<file path="config.mk">
export PLATFORM = sky130hd
export DESIGN_NAME = launch_charge_ctrl_flat
export DESIGN_NICKNAME = d
export VERILOG_FILES = /design/src/rtl/launch_pkg.sv /design/src/rtl/launch_charge_ctrl_if.sv /design/src/rtl/tick_counter.sv /design/src/rtl/launch_charge_ctrl.sv /design/src/flat_wrapper.sv
export SDC_FILE = /design/constraint.sdc
export NUM_CORES = 1
export LEC_CHECK = 0
export CORE_MARGIN = 2
export CORE_UTILIZATION = 55
export CTS_CLUSTER_SIZE = 12
export DETAILED_ROUTE_END_ITERATION = 10
export DONT_BUFFER_PORTS = 1
export GPL_ROUTABILITY_DRIVEN = 0
export PLACE_DENSITY_LB_ADDON = 0.3
export SLEW_MARGIN = 20
export SYNTH_ARGS = -nofsm -noshare
export SYNTH_HDL_FRONTEND = slang
export SYNTH_HIERARCHICAL = 1
export SYNTH_SLANG_ARGS = --single-unit
</file>
<file path="constraint.sdc">
create_clock -name clk -period 2.4 [get_ports clk]
set_input_delay 0.36 -clock clk [delete_from_list [all_inputs] [get_ports clk]]
set_output_delay 0.36 -clock clk [all_outputs]
set_load 0.03 [all_outputs]
</file>
<file path="src/rtl/launch_pkg.sv">
// Shared state type and parameter legality checks for the cannon launch controller.
package launch_pkg;

  typedef enum logic [2:0] {
    S_IDLE   = 3'd0,
    S_CHARGE = 3'd1,
    S_FULL   = 3'd2,
    S_PLAY   = 3'd3,
    S_COOL   = 3'd4
  } launch_state_t;

  function automatic bit launch_params_ok(input int levels, input int speed_w,
                                          input int ticks_per_level,
                                          input int hold_timeout, input int cooldown);
    return (levels >= 2) && (speed_w >= 1) && (speed_w < 31) &&
           ((1 << speed_w) >= levels) && (ticks_per_level >= 1) &&
           (hold_timeout >= 0) && (cooldown >= 0);
  endfunction

  // Counter width for a limit; a limit of 0 or 1 still needs one bit.
  function automatic int cnt_width(input int limit);
    return (limit > 1) ? $clog2(limit) : 1;
  endfunction

endpackage

</file>
<file path="src/rtl/launch_charge_ctrl_if.sv">
// Button/tick inputs and launch/HUD outputs of the cannon launch controller.
interface launch_charge_ctrl_if #(
  parameter int SPEED_W = 3
);
  logic               start;
  logic               tick;
  logic               rearm;
  logic [SPEED_W-1:0] startSpeed;
  logic               startGame;
  logic               cannon_load;
  logic               cannon_hold;
  logic [SPEED_W-1:0] level;
  logic               busy;

  modport master (
    output start, tick, rearm,
    input  startSpeed, startGame, cannon_load, cannon_hold, level, busy
  );

  modport slave (
    input  start, tick, rearm,
    output startSpeed, startGame, cannon_load, cannon_hold, level, busy
  );
endinterface

</file>
<file path="src/rtl/tick_counter.sv">
// Counts tick pulses and flags the LIMIT-th one; LIMIT of 0 never fires.
module tick_counter
  import launch_pkg::*;
#(
  parameter int LIMIT = 1
) (
  input  logic clk,
  input  logic resetN,
  input  logic tick,
  input  logic clr,
  output logic done
);

  localparam int CW = cnt_width(LIMIT);

  logic [CW-1:0] cnt;
  logic          at_last;

  assign at_last = (LIMIT != 0) && (cnt == CW'(LIMIT - 1));
  assign done    = tick && !clr && at_last;

  always_ff @(posedge clk or negedge resetN) begin
    if (!resetN) begin
      cnt <= '0;
    end else if (clr || done) begin
      cnt <= '0;
    end else if (tick && (LIMIT != 0)) begin
      cnt <= cnt + CW'(1);
    end
  end

endmodule

</file>
<file path="src/rtl/launch_charge_ctrl.sv">
// Cannon charge-and-launch sequencer: charges while start is held, launches on
// release or after a hold timeout at full charge, then cools down before re-arming.
//
//   state    | meaning
//   ---------+-------------------------------------------------
//   S_IDLE   | waiting for a fresh press of start
//   S_CHARGE | start held, level climbing one step per level period
//   S_FULL   | start held at top level, hold timeout running
//   S_PLAY   | ball in flight, waiting for rearm
//   S_COOL   | cooldown ticks before returning to idle
module launch_charge_ctrl
  import launch_pkg::*;
#(
  parameter int LEVELS          = 5,
  parameter int SPEED_W         = 3,
  parameter int TICKS_PER_LEVEL = 1,
  parameter int HOLD_TIMEOUT    = 3,
  parameter int COOLDOWN        = 2
) (
  input logic                 clk,
  input logic                 resetN,
  launch_charge_ctrl_if.slave bus
);

  localparam logic [SPEED_W-1:0] TOP_LEVEL = SPEED_W'(LEVELS - 1);

  if (!launch_params_ok(LEVELS, SPEED_W, TICKS_PER_LEVEL, HOLD_TIMEOUT, COOLDOWN)) begin : g_bad_params
    $error("launch_charge_ctrl: illegal parameter set");
  end

  launch_state_t      state, state_nxt;
  logic               start_d;
  logic [SPEED_W-1:0] level_q, level_nxt;
  logic [SPEED_W-1:0] speed_q, speed_nxt;
  logic               game_q;
  logic               launch;
  logic               in_charge, in_full, in_cool;
  logic               lvl_done, hold_done, cool_done;

  assign in_charge = (state == S_CHARGE);
  assign in_full   = (state == S_FULL);
  assign in_cool   = (state == S_COOL);

  // Counters are held clear outside their own state, so each entry starts from zero.
  tick_counter #(.LIMIT(TICKS_PER_LEVEL)) u_level_cnt (
    .clk    (clk),
    .resetN (resetN),
    .tick   (bus.tick && in_charge && bus.start),
    .clr    (!in_charge),
    .done   (lvl_done)
  );

  tick_counter #(.LIMIT(HOLD_TIMEOUT)) u_hold_cnt (
    .clk    (clk),
    .resetN (resetN),
    .tick   (bus.tick && in_full && bus.start),
    .clr    (!in_full),
    .done   (hold_done)
  );

  tick_counter #(.LIMIT(COOLDOWN)) u_cool_cnt (
    .clk    (clk),
    .resetN (resetN),
    .tick   (bus.tick && in_cool),
    .clr    (!in_cool),
    .done   (cool_done)
  );

  always_ff @(posedge clk or negedge resetN) begin
    if (!resetN) begin
      state <= S_IDLE;
    end else begin
      state <= state_nxt;
    end
  end

  always_comb begin
    state_nxt = state;
    level_nxt = level_q;
    speed_nxt = speed_q;
    launch    = 1'b0;
    case (state)
      S_IDLE: begin
        if (bus.start && !start_d) begin
          state_nxt = S_CHARGE;
          level_nxt = '0;
        end
      end
      S_CHARGE: begin
        // Release beats a coincident tick: launch with the level before the step.
        if (!bus.start) begin
          launch    = 1'b1;
          speed_nxt = level_q;
        end else if (lvl_done && (level_q != TOP_LEVEL)) begin
          level_nxt = level_q + SPEED_W'(1);
          if (level_nxt == TOP_LEVEL) begin
            state_nxt = S_FULL;
          end
        end
      end
      S_FULL: begin
        if (!bus.start || hold_done) begin
          launch    = 1'b1;
          speed_nxt = TOP_LEVEL;
        end
      end
      S_PLAY: begin
        if (bus.rearm) begin
          state_nxt = (COOLDOWN == 0) ? S_IDLE : S_COOL;
        end
      end
      S_COOL: begin
        if (cool_done) begin
          state_nxt = S_IDLE;
        end
      end
      default: state_nxt = S_IDLE;
    endcase
    if (launch) begin
      state_nxt = S_PLAY;
      level_nxt = '0;
    end
  end

  // start_d resets high so a button held through reset needs a fresh press.
  always_ff @(posedge clk or negedge resetN) begin
    if (!resetN) begin
      start_d <= 1'b1;
      level_q <= '0;
      speed_q <= '0;
      game_q  <= 1'b0;
    end else begin
      start_d <= bus.start;
      level_q <= level_nxt;
      speed_q <= speed_nxt;
      game_q  <= launch;
    end
  end

  assign bus.startSpeed  = speed_q;
  assign bus.startGame   = game_q;
  assign bus.level       = level_q;
  assign bus.cannon_load = in_charge;
  assign bus.cannon_hold = in_full;
  assign bus.busy        = (state != S_IDLE);

endmodule

</file>
<file path="src/flat_wrapper.sv">
// flat-port wrapper written by rule: the top's interface ports become plain ports
module launch_charge_ctrl_flat import launch_pkg::*;
#(
  parameter int LEVELS          = 5,
  parameter int SPEED_W         = 3,
  parameter int TICKS_PER_LEVEL = 1,
  parameter int HOLD_TIMEOUT    = 3,
  parameter int COOLDOWN        = 2
)
  (clk, resetN, bus_start, bus_tick, bus_rearm, bus_startSpeed, bus_startGame, bus_cannon_load, bus_cannon_hold, bus_level, bus_busy);
  launch_charge_ctrl_if #(.SPEED_W(SPEED_W)) bus_i ();
  input logic clk;
  input logic resetN;
  input wire logic [$bits(bus_i.start)-1:0] bus_start;
  input wire logic [$bits(bus_i.tick)-1:0] bus_tick;
  input wire logic [$bits(bus_i.rearm)-1:0] bus_rearm;
  output wire logic [$bits(bus_i.startSpeed)-1:0] bus_startSpeed;
  output wire logic [$bits(bus_i.startGame)-1:0] bus_startGame;
  output wire logic [$bits(bus_i.cannon_load)-1:0] bus_cannon_load;
  output wire logic [$bits(bus_i.cannon_hold)-1:0] bus_cannon_hold;
  output wire logic [$bits(bus_i.level)-1:0] bus_level;
  output wire logic [$bits(bus_i.busy)-1:0] bus_busy;
  assign bus_i.start = bus_start;
  assign bus_i.tick = bus_tick;
  assign bus_i.rearm = bus_rearm;
  assign bus_startSpeed = bus_i.startSpeed;
  assign bus_startGame = bus_i.startGame;
  assign bus_cannon_load = bus_i.cannon_load;
  assign bus_cannon_hold = bus_i.cannon_hold;
  assign bus_level = bus_i.level;
  assign bus_busy = bus_i.busy;
  launch_charge_ctrl #(.LEVELS(LEVELS), .SPEED_W(SPEED_W), .TICKS_PER_LEVEL(TICKS_PER_LEVEL), .HOLD_TIMEOUT(HOLD_TIMEOUT), .COOLDOWN(COOLDOWN)) u_core (.clk(clk), .resetN(resetN), .bus(bus_i));
endmodule
</file>
After elaboration in Yosys (flattened, before gate mapping)
Cells that the tools add are included.
- bits of input ports: 5
- output and inout port bits: 10
- word-level logic and storage cells: 86
- flip-flop bits (word level): 15
- bitwise logic cells: 1
- mux-type cells: 25
- equal/unequal tests: 16
- reductions and logical operators: 32
- add/subtract/negate cells: 4
- operators with widths (cell ; count):
    3-bit 2-to-1 mux ; 13
    3-bit by 2-bit inequality test with 1-bit output (second input constant) ; 5
    3-bit one-hot mux with 5 select lines ; 1
    1-bit logical AND ; 13
    3-bit one-hot mux with 2 select lines ; 2
    2-bit nonzero test ; 4
    7-bit AND reduction ; 1
    3-bit by 2-bit == test with 1-bit output (second input constant) ; 2
    3-bit == test (second input constant) ; 2
    1-bit 2-to-1 mux ; 6
    3-bit nonzero test ; 2
    1-bit logical NOT ; 5
    1-bit logical OR ; 4
    2-bit 2-to-1 mux ; 2
    2-bit inequality test (second input constant) ; 2
    4-bit AND reduction ; 1
    3-bit by 1-bit adder with 3-bit output (second input constant) ; 1
    3-bit by 1-bit == test with 1-bit output (second input constant) ; 1
    3-bit logical NOT ; 1
    3-bit by 1-bit inequality test with 1-bit output (second input constant) ; 1
    3-bit inequality test (second input constant) ; 1
    3-bit AND reduction ; 1
    1-bit adder (second input constant) ; 2
    2-bit by 1-bit adder with 2-bit output (second input constant) ; 1
    other kinds (4) ; 4

Depth between registers and ports, before layout
- depth after elaboration: 10
- depth in mapped cells: 12
- gate-level depth less buffers: 11

Hierarchy
The synthesis kept the hierarchy.
- by module, submodules not included (module ; area an instance (sq um) ; seq. area each (sq um) ; cells each ; instances):
    launch_charge_ctrl ; 745.7 ; 276.5 ; 80 ; 1
    tick_counter (u_core.u_hold_cnt) ; 110.1 ; 50.0 ; 11 ; 1
    tick_counter (u_core.u_cool_cnt) ; 45.0 ; 25.0 ; 5 ; 1
    tick_counter (u_core.u_level_cnt) ; 40.0 ; 25.0 ; 3 ; 1

Least setup slack after synthesis
No wires, ideal clock.
- path type: reg2reg
- from: register u_core.state[2]
- to: register u_core.state[0]
- library setup time: 143 ps
- arrival: 2198 ps
- path buffers: 1
- required time: 2257 ps
- stages on the path, launching flop included: 13
- period minus slack after synthesis: 2341 ps
- setup slack: 59 ps
- path through: dfrtp_1 -> buf_2 -> nand2b_1 -> or2_1 -> inv_2 -> and3_1 -> nor2b_2 -> and2_1 -> nand2b_1 -> a22oi_2 -> o22ai_1 -> a31oi_1 -> a31oi_1
- longest elaborated chain between the ends: 10
- elaborated cells on any way between the ends: 30
- classes of those cells: eq/ne: 11; mux: 4; reduce/logical: 15
- RTL lines (what ; RTL line ; RTL):
    start, declared ; launch_charge_ctrl.sv:31 ; launch_state_t state, state_nxt;
    start signal, assigned ; launch_charge_ctrl.sv:73 ; state <= state_nxt;
    3-bit by 2-bit == test with 1-bit output * ; launch_charge_ctrl.sv:41 ; assign in_full = (state == S_FULL);
    via bus_cannon_hold ; flat_wrapper.sv:20 ; output wire logic [$bits(bus_i.cannon_hold)-1:0] bus_cannon_hold;
    1-bit logical AND (2 in series) ; launch_charge_ctrl.sv:56 ; .tick (bus.tick && in_full && bus.start),
    1-bit logical AND * (2 in series) ; tick_counter.sv:20 ; assign done = tick && !clr && at_last;
    via u_core.hold_done ; launch_charge_ctrl.sv:38 ; logic lvl_done, hold_done, cool_done;
    1-bit logical OR * ; launch_charge_ctrl.sv:102 ; if (!bus.start || hold_done) begin
    1-bit 2-to-1 mux * ; launch_charge_ctrl.sv:102 ;
    1-bit one-hot mux with 2 select lines * ; launch_charge_ctrl.sv:82 ; case (state)
    3-bit by 2-bit inequality test with 1-bit output (no source line), or another cell as far along ; - ;
    7-bit AND reduction (no source line) ; - ;
The timed path passes the listed nets; every way through them passes the cells marked *.
A chain may end at the register's enable or synchronous reset.

Worst setup path after layout
- from: register u_core.state[2]
- to: register u_core.state[0]
- longest elaborated chain between the ends: 10
- elaborated cells on any way between the ends: 30
- classes of those cells: eq/ne: 11; mux: 4; reduce/logical: 15
- RTL lines (what ; RTL line ; RTL):
    3-bit by 2-bit == test with 1-bit output * ; launch_charge_ctrl.sv:41 ;
    1-bit logical AND (2 in series) ; launch_charge_ctrl.sv:56 ;
    1-bit logical AND * (2 in series) ; tick_counter.sv:20 ;
    via u_core.hold_done ; launch_charge_ctrl.sv:38 ;
    1-bit logical OR * ; launch_charge_ctrl.sv:102 ;
    1-bit 2-to-1 mux * ; launch_charge_ctrl.sv:102 ;
    1-bit one-hot mux with 2 select lines * ; launch_charge_ctrl.sv:82 ;
    via u_core.launch ; launch_charge_ctrl.sv:36 ; logic launch;
    3-bit by 2-bit inequality test with 1-bit output (no source line), or another cell as far along ; - ;
    7-bit AND reduction (no source line) ; - ;
Marks and branches as above.

==> results.toml <==
[synth]
synth_edf_count = 0
synth_cells = 99
synth_cell_types = 43
async_flop_share_pct = 100
ys_seq_elements = 15
syn-num-nets = 108
ys.flop_type = "dfrtp_1"
ys_seq_area_share_pct = 40.0
synth_area_leader_cell = "dfrtp_1"
synth_area_leaders = "dfrtp_1 (37%), ha_1 (5.3%), nor2_1 (4.8%)"
netlist_area_um2 = 941
synth_warnings = 6
synth.avg_cell_area_um2 = 9.50
synth_top_area_share_pct = 37.2

[setup_path]
crit_top_cell = "nand2b_1"
worstPathMaxFanout = 5
rr_startpoint = "u_core/state[2]"
r2r_cells = 12
worst_setup_path_start_kind = "flop"
r2r-end = "u_core/state[0]"
crit_buf_inv = 2
worstPathArrival_ns = 2.41
crit_family = "simple AND/OR/NAND/NOR gates"
slowest_delay_ns = 0.38
path_cells = "nand2b_1 -> or2_1 -> inv_2 -> and3_1 -> nor2b_2 -> and2_1 -> nand2b_1 -> a22oi_2 -> buf_4 -> nor2_4 -> nor2b_4 -> a31oi_1"
crit_required_ns = 2.62
path_class = "flop to flop"
ff2ff_setup_slack_ns = 0.21
cp-end-kind = "flop"
crit_path_top_delay_cell = "dfrtp_1"

[cts]
post-cts-setup-buffers = 0
cts_tree = "yes"
clk_pin_slew_ns = 0.09
clock_latency_ns = 0.29
clkSinkCount = 15
cts_buffers = 3
ctsLongestPathBuffers = 2
cts_root_buf = "clkbuf_4"
cts.htree.levels = 1

[route]
via_per_inst = 6.24
totalWireLength_mm = 2.04
dr.pass1.iters = 4
vias = 767
wl_per_cell_um = 16.5
route.detailed.drc = 0
final_antenna_net_count = 0
drt_iter0_drc = 26

[place]
pre_cts_ws_ns = 0.230
hpwl_mm = 1.52
placed_cell_area_um2 = 988
portBuffers = 0
dp_cells = 118

[cells_and_area]
fin_cells = 123
nNetsFinal = 117
fillers = 135
insertedDiodeCount = 0
area_growth_pct = 9.71
final_common_cell = "dfrtp_1"
final_util_pct = 66.2
final_cell_mix = "dfrtp_1 (14), nor2_1 (12), buf_4 (8)"
stdcell_area_um2 = 1030
drive_gt1_share_pct = 22.4

[power]
total_power_mw = 1.10
powerDensity_nw_per_um2 = 1070
peakVddDrop_mv = 0.817
p_leak_nw = 0.477

[sta]
clock_skew_ns = 0.00153
worst_hold_slack_ns = 0.0582
tns_ns = 0
maxSlewHeadroom_pct = 55.0
finalHoldViolCount = 0
finalSetupViolCount = 0
worst_pin_slew_ns = 0.672
min_period_ns = 2.19
postLayoutSetupSlackWorst_ns = 0.211
rsz0062_at_grt = "no"
clock.fmax_ghz = 0.457
fin_crit_sh_pct = 91.2
slew_viol_final = 0

[global_route]
grtUsageTotal_pct = 23.8
grt_overflow_total = 0
grt_pass1_vias = 759
antenna_found_initial = 0
use_met2_pct = 35.1
top_usage_layer = "met2"
grt_max_degree = 16
grt_pass1_wl_mm = 3.39
met1_usage_pct = 30.4
met3_usage_pct = 8.40

[run]
cap_violations = 0

[min_path]
worstHoldEndpoint = "u_core/start_d"
holdCritPathClass = "input port to flop"
hold_start = "bus_start"
whs_path_depth = 0

[floorplanning]
die_area_um2 = 2060
initial_utilization_pct = 60.4
num_rows = 14
die_height_um = 45.4
die_w_um = 45.4
num_io_pins = 15
core_um2 = 1560

[status]
status = "finished clean"
worst max-delay path by stage:
stage / startpoint / cells past startpoint / slack (ns) / endpoint
after floorplan: u_core/state[2] / 12 / 0.06 / u_core/state[0]
after global placement: u_core/state[2] / 11 / 0.30 / u_core/state[0]
after detailed placement: u_core/state[2] / 11 / 0.23 / u_core/state[0]
after CTS: u_core/state[2] / 11 / 0.20 / u_core/state[0]
after global routing: u_core/state[2] / 12 / 0.03 / u_core/state[0]
final: u_core/state[2] / 12 / 0.21 / u_core/state[0]
layer usage:
layer | part of all wire (%) | up-vias
li1 | - | 365
met1 | 43 | 363
met2 | 47 | 33
met3 | 8.0 | 6
met4 | 2.5 | 0
met5 | 0 | -
cells in the mapped netlist, types with 2 or more instances:
cell      count
o21ai_1       4
a22o_1        2
and2_1        2
nor3b_1       2
inv_1         5
nand2_1       7
dfrtp_1      14
ha_1          4
or2_1         2
a31oi_1       3
nor2_1       12
o41ai_1       2
a21oi_1       2
nand2b_1      3
and3_1        3
buf_2         2
nor2b_2       2
nand4b_1      2
o31ai_1       2
cell families (layout without fill, tap and decap cells):
logic type	after synthesis	in the layout	synth area share [%]
buffers and inverters	11	19	5.85
and+or+nand+nor	44	44	29.1
DFF	15	15	40.0
muxes	1	1	1.06
xor gates and xnor gates	1	1	0.931
adders and majority gates	4	4	5.32
AOI/OAI and AO/OA	23	23	17.7
timing repair:
item / 4_1_cts / 5_1_grt
hold endpoints to repair: 15 / 0
hold buffers: 1 / 0
gates resized for setup: 0 / 1
endpoints found under the setup margin: 0 / 1
final cells by class:
cell class | instances | area [µm²] | area share, %
flip-flops and latches | 15 | 377 | 36.5
well taps | 16 | 20.0 | 1.94
clock buffers | 3 | 22.5 | 2.18
clock inverters | 1 | 5.00 | 0.485
multi-input cells | 73 | 515 | 49.9
repair buffers | 9 | 70.1 | 6.79
inverters | 6 | 22.5 | 2.18
flip-flops by register name, summed over array words and instances (netlist names):
register	count
u_core/start_d	1
u_core/state	3
u_core/bus.startSpeed	3
u_core/bus.level	3
u_core/u_level_cnt/cnt	1
u_core/bus.startGame	1
u_core/u_cool_cnt/at_last	1
u_core/u_hold_cnt/cnt	2
where the power goes:
part | switching (mW) | internal [mW]
Clock | 0.0857 | 0.0620
Combinational | 0.354 | 0.238
Sequential | 0.0676 | 0.297
(Power assumes the default switching activity.)
